$ cat src/rtl/pwm_peripheral_pkg.sv
// Shared constants for the 16-channel PWM peripheral.
package pwm_peripheral_pkg;
  localparam int PWM_BITS = 8;
  localparam int CLK_DIV_DEFAULT = 13;
  localparam int PRE_W = 16;
  localparam logic [PWM_BITS-1:0] DUTY_FULL = 8'hFF;
  localparam logic [PWM_BITS-1:0] CNT_LAST = 8'hFF;
endpackage

$ cat src/rtl/pwm_peripheral_counter.sv
// Prescaler plus PWM step counter; wrap marks the last step of a period.
module pwm_counter
  import pwm_peripheral_pkg::*;
#(
  parameter int CLK_DIV = CLK_DIV_DEFAULT,
  parameter int CNT_W = pwm_peripheral_pkg::PWM_BITS
) (
  input  logic             clk,
  input  logic             rst,
  output logic [CNT_W-1:0] pwm_cnt,
  output logic             tick,
  output logic             wrap
);
  localparam logic [PRE_W-1:0] PRE_LAST = PRE_W'(CLK_DIV - 1);

  logic [PRE_W-1:0] pre_cnt;

  assign tick = (pre_cnt == PRE_LAST);
  assign wrap = tick && (pwm_cnt == {CNT_W{1'b1}});

  always_ff @(posedge clk) begin
    if (rst) begin
      pre_cnt <= '0;
      pwm_cnt <= '0;
    end else begin
      pre_cnt <= tick ? '0 : pre_cnt + PRE_W'(1);
      if (tick) pwm_cnt <= pwm_cnt + CNT_W'(1);
    end
  end
endmodule

$ cat src/rtl/pwm_peripheral.sv
// 16-channel PWM peripheral: shared counter, period-shadowed duty, registered outputs.
module pwm_peripheral
  import pwm_peripheral_pkg::*;
#(
  parameter int CLK_DIV = CLK_DIV_DEFAULT,
  parameter int PWM_BITS = pwm_peripheral_pkg::PWM_BITS
) (
  input  logic       clk,
  input  logic       rst,
  input  logic [7:0] en_reg_out_7_0,
  input  logic [7:0] en_reg_out_15_8,
  input  logic [7:0] en_reg_pwm_7_0,
  input  logic [7:0] en_reg_pwm_15_8,
  input  logic [7:0] pwm_duty_cycle,
  output logic [7:0] out_7_0,
  output logic [7:0] out_15_8,
  output logic       period_start
);
  logic [PWM_BITS-1:0] pwm_cnt;
  logic                tick;
  logic                wrap;
  logic                first;
  logic                wrap_p1;
  logic                load_duty;
  logic [PWM_BITS-1:0] duty_shadow;
  logic [PWM_BITS-1:0] duty_eff;
  logic                pwm_sig;
  logic [15:0]         en_out;
  logic [15:0]         en_pwm;
  logic [15:0]         out_next;
  logic [15:0]         out_p1;

  function automatic logic pwm_level(input logic [PWM_BITS-1:0] cnt,
                                     input logic [PWM_BITS-1:0] duty);
    return (duty == DUTY_FULL) || (cnt < duty);
  endfunction

  pwm_counter #(
    .CLK_DIV(CLK_DIV),
    .CNT_W  (PWM_BITS)
  ) u_counter (
    .clk    (clk),
    .rst    (rst),
    .pwm_cnt(pwm_cnt),
    .tick   (tick),
    .wrap   (wrap)
  );

  // The first cycle after reset loads the shadow; bypass it so that cycle already uses the new duty.
  assign load_duty = first | (tick & (pwm_cnt == CNT_LAST));
  assign duty_eff  = first ? pwm_duty_cycle : duty_shadow;
  assign pwm_sig   = pwm_level(pwm_cnt, duty_eff);
  assign en_out    = {en_reg_out_15_8, en_reg_out_7_0};
  assign en_pwm    = {en_reg_pwm_15_8, en_reg_pwm_7_0};
  assign out_next  = en_out & (~en_pwm | {16{pwm_sig}});

  // Stage p1: registered outputs; period_start aligns with the first pwm_cnt==0 output cycle.
  always_ff @(posedge clk) begin
    if (rst) begin
      first        <= 1'b1;
      wrap_p1      <= 1'b0;
      duty_shadow  <= '0;
      out_p1       <= '0;
      period_start <= 1'b0;
    end else begin
      first        <= 1'b0;
      wrap_p1      <= wrap;
      if (load_duty) duty_shadow <= pwm_duty_cycle;
      out_p1       <= out_next;
      period_start <= first | wrap_p1;
    end
  end

  assign out_7_0  = out_p1[7:0];
  assign out_15_8 = out_p1[15:8];
endmodule

$ cat config.mk
export PLATFORM = sky130hd
export DESIGN_NAME = pwm_peripheral
export DESIGN_NICKNAME = d
export VERILOG_FILES = /design/src/rtl/pwm_peripheral_pkg.sv /design/src/rtl/pwm_peripheral_counter.sv /design/src/rtl/pwm_peripheral.sv
export SDC_FILE = /design/constraint.sdc
export NUM_CORES = 1
export LEC_CHECK = 0
export CAP_MARGIN = 20
export CORE_UTILIZATION = 40
export DETAILED_ROUTE_END_ITERATION = 8
export GPL_TIMING_DRIVEN = 1
export PLACE_DENSITY = 0.7
export SLEW_MARGIN = 30
export SYNTH_ARGS = -nofsm -noshare
export SYNTH_HDL_FRONTEND = slang
export SYNTH_HIERARCHICAL = 1
export SYNTH_SLANG_ARGS = --single-unit
$ cat constraint.sdc
create_clock -name clk -period 2.26 [get_ports clk]
set_input_delay 0.452 -clock clk [delete_from_list [all_inputs] [get_ports clk]]
set_output_delay 0.452 -clock clk [all_outputs]
set_load 0.1 [all_outputs]
==> run metrics <==
Final Skew 0.008775 ns; n_diodes 0; all-layer global routing usage between 10% and 20%; initial antenna violation count 0; post-synthesis sequential area ratio 43.20%; root buf cell clkbuf_8; CTS Sinks 51; layout cell share with drive strength beyond 1 ~20%; Buf+Inv Stages, Crit Path 2; worst skew pair latency between 0.3 and 0.4 ns; Switching Fraction 30.26%; Slew Viols, Final 0; post-synth design cell area 2364 um^2; final worst setup slack 0.06297 ns; Avg WL per Cell 13.07 um; Worst IR Drop VDD 0.3079 mV; mux contribution to synthesized area 6.829%; Synth Area in Adders 5.294%; xor-xnor portion of the synthesized cell area 5.558%; Hold-fix buffers, CTS 0; Setup CP Type in -> reg; Final #Nets 377; internal power between 1 and 1.5 mW; H-tree depth 2; register bit total from synthesis 51; Die Span Y 78.87 um; RePlAce Congestion 0.8291; Post-synth ARST share 0%; Critical-path top delay cell clkdlybuf4s50_1; most frequent cell after synthesis dfxtp_1; CTS max path bufs 2; Largest stage delay, worst path 0.42 ns; max-cap violations 0; Die Span X 78.87 um; first-pass GRT wire length around 8.8 mm; part of the power in registers 50.5%; distinct cell type count of the synthesized netlist 38; Synth top area share 43.20%; Yosys warning total 6; WP data required 2.50 ns; drt initial violations 89; Worst slew margin 62.83%; startpoint types input pin; # IOs 59; critical path cell sequence clkdlybuf4s50_1 > mux2i_1 > ha_1 > a41oi_1 > o21ai_1 > or3_4 > clkbuf_16 > a311oi_1; actual slew at the worst max-slew pin approximately 0.56 ns; CORE AREA 5608 um^2; Hold Slack 0.4575 ns; Final min period 2.197 ns; compound-cell area share of the yosys netlist 13.71%; final hold viol count 0; synthesis-to-finish area growth 37.06%; Clk network pwr share 29.7%; DRC 0; combinational family with the most area after synthesis simple AND/OR/NAND/NOR gates; total number of vias 2032; die area 6220 um^2; Mapped Nets roughly 300; P_leak between 1 and 1.5 nW; Fmax achieved 0.4552 GHz; Hold Crit Class reg -> reg; drt pass-1 iters 4; Worst setup EP type flip-flop; Yosys top cell by area dfxtp_1; pre-CTS WS -0.2919 ns; Main synth FF type dfxtp_1; endpoints failing setup 0; Port Buffers 58; status completed; FP Rows 27; largest net degree at the start of global routing 36; Arrival @ worst endpoint 2.43 ns; simple-gate area share of the yosys netlist 18.63%; Mapped Cells roughly 250; vias per inst 5.106; Crit path max-delay family buffers and inverters; share of the clock period used by the worst path 97.21%; Final HPWL DP 3.686 mm; Pwr per Cell Area 580.3 nW/um^2; CTS Buf Count 5; Initial Util between 40% and 50%; Routed Antenna Nets 0; largest cells by area after synthesis dfxtp_1, a311oi_2, mux2i_1; CTS clk-pin slew, worst paths 0.10 ns; Post-synth EDFFs 0; grt ovf 0; synth cell count leaders dfxtp_1, nor2_1, inv_1; CTS tree done; number of global-route vias before repair 1953; crit path max fanout 8; Syn Area/Cell a little over 9 um^2; part of the power in combinational logic 19.8%; Psw 0.5689 mW; WL final 5.203 mm
-- cell usage in the layout, fill, tap and decap left out, types with 9 or more instances in the layout --
master,n
a311oi_2,13
buf_4,34
clkdlybuf4s50_1,40
dfxtp_1,50
ha_1,10
inv_1,25
mux2i_1,13
nand2_1,9
nand4_1,9
nor2_1,33
xnor2_1,13
-- logic make-up (layout without fill, tap and decap cells) --
logic type,Yosys count,after routing
AND/OR/NAND/NOR,87,87
flip-flops,51,51
AO/OA/AOI/OAI,37,37
buffers and inverters,37,110
multiplexers,16,16
XOR/XNOR,15,15
adder cells (fa/ha/maj),10,10
-- area by class of cell --
type / instances / area (um^2)
inverter: 25 / 93.84
tap: 72 / 90.09
clock buffer: 5 / 68.82
sequential: 51 / 1025
fill: 537 / 2369
multi-input combinational: 165 / 1222
timing repair buffer: 77 / 713.2
clock inverter: 3 / 26.28
-- power by group through the flow --
stage / sequential (mW) / clock, mW / combinational (mW)
2_1_floorplan: 1.09 / 0 / 0.0933
3_3_place_gp: 0.970 / 0 / 0.352
3_5_place_dp: 0.971 / 0 / 0.356
4_1_cts: 0.950 / 0.585 / 0.357
5_1_grt: 0.953 / 0.618 / 0.396
6_report: 0.949 / 0.559 / 0.371
-- path summary, 6_finish.rpt --
kind / start / endpoint / slack, ns / cells after the start
max: pwm_duty_cycle[5] / out_p1[5]$_SDFF_PP0_ / 0.06 / 8
min: wrap_p1$_SDFF_PP0_ / period_start$_SDFF_PP0_ / 0.46 / 2
max reg2reg: first$_DFF_P_ / out_p1[5]$_SDFF_PP0_ / 0.12 / 8
min reg2reg: wrap_p1$_SDFF_PP0_ / period_start$_SDFF_PP0_ / 0.46 / 2
-- sequential cells by signal, indices dropped and copies added, names as in the netlist --
name	cells
period_start	1
u_counter/pre_cnt	16
out_p1	16
u_counter/pwm_cnt	8
wrap_p1	1
duty_shadow	8
first	1
-- timing repair --
item                       CTS  global route
cloned                       0             1
setup buffers                0             3
resized for setup            1            11
pin swaps                    0             6
setup endpoints to repair   16            16
-- worst reg2reg max path: cells and delay by family (launching register included) --
kind / cells / cell delay [ns]
AO/OA/AOI/OAI: 2 / 0.29
adder cells (fa/ha/maj): 1 / 0.25
buffers and inverters: 2 / 0.33
flip-flops: 1 / 0.44
multiplexers: 1 / 0.19
AND/OR/NAND/NOR: 2 / 0.57
-- metrics by stage --
step / TNS [ns] / utilization, % / cells / power [mW] / cell area [um^2]
after floorplan: 0 / - / 253 / 1.186 / 2364
after global placement: -3.329 / 54.40 / 386 / 1.322 / 3050
after detailed placement: -4.053 / 54.40 / 386 / 1.326 / 3050
after CTS: 0 / 56.11 / 394 / 1.892 / 3147
after global routing: -0.05446 / 57.76 / 398 / 1.967 / 3239
final: 0 / 57.76 / 398 / 1.880 / 3239
-- routing by layer --
| metal | vias up | track usage [%] | part of all wire (%) |
|---|---|---|---|
| met4 | 0 | 6.545 | 1.4 |
| met5 | - | 0 | 0 |
| met1 | 930 | 21.37 | 46 |
| li1 | 1039 | - | - |
| met3 | 7 | 6.092 | 6.8 |
| met2 | 56 | 29.65 | 46 |
Note: power is estimated with default switching activity, not from simulation.
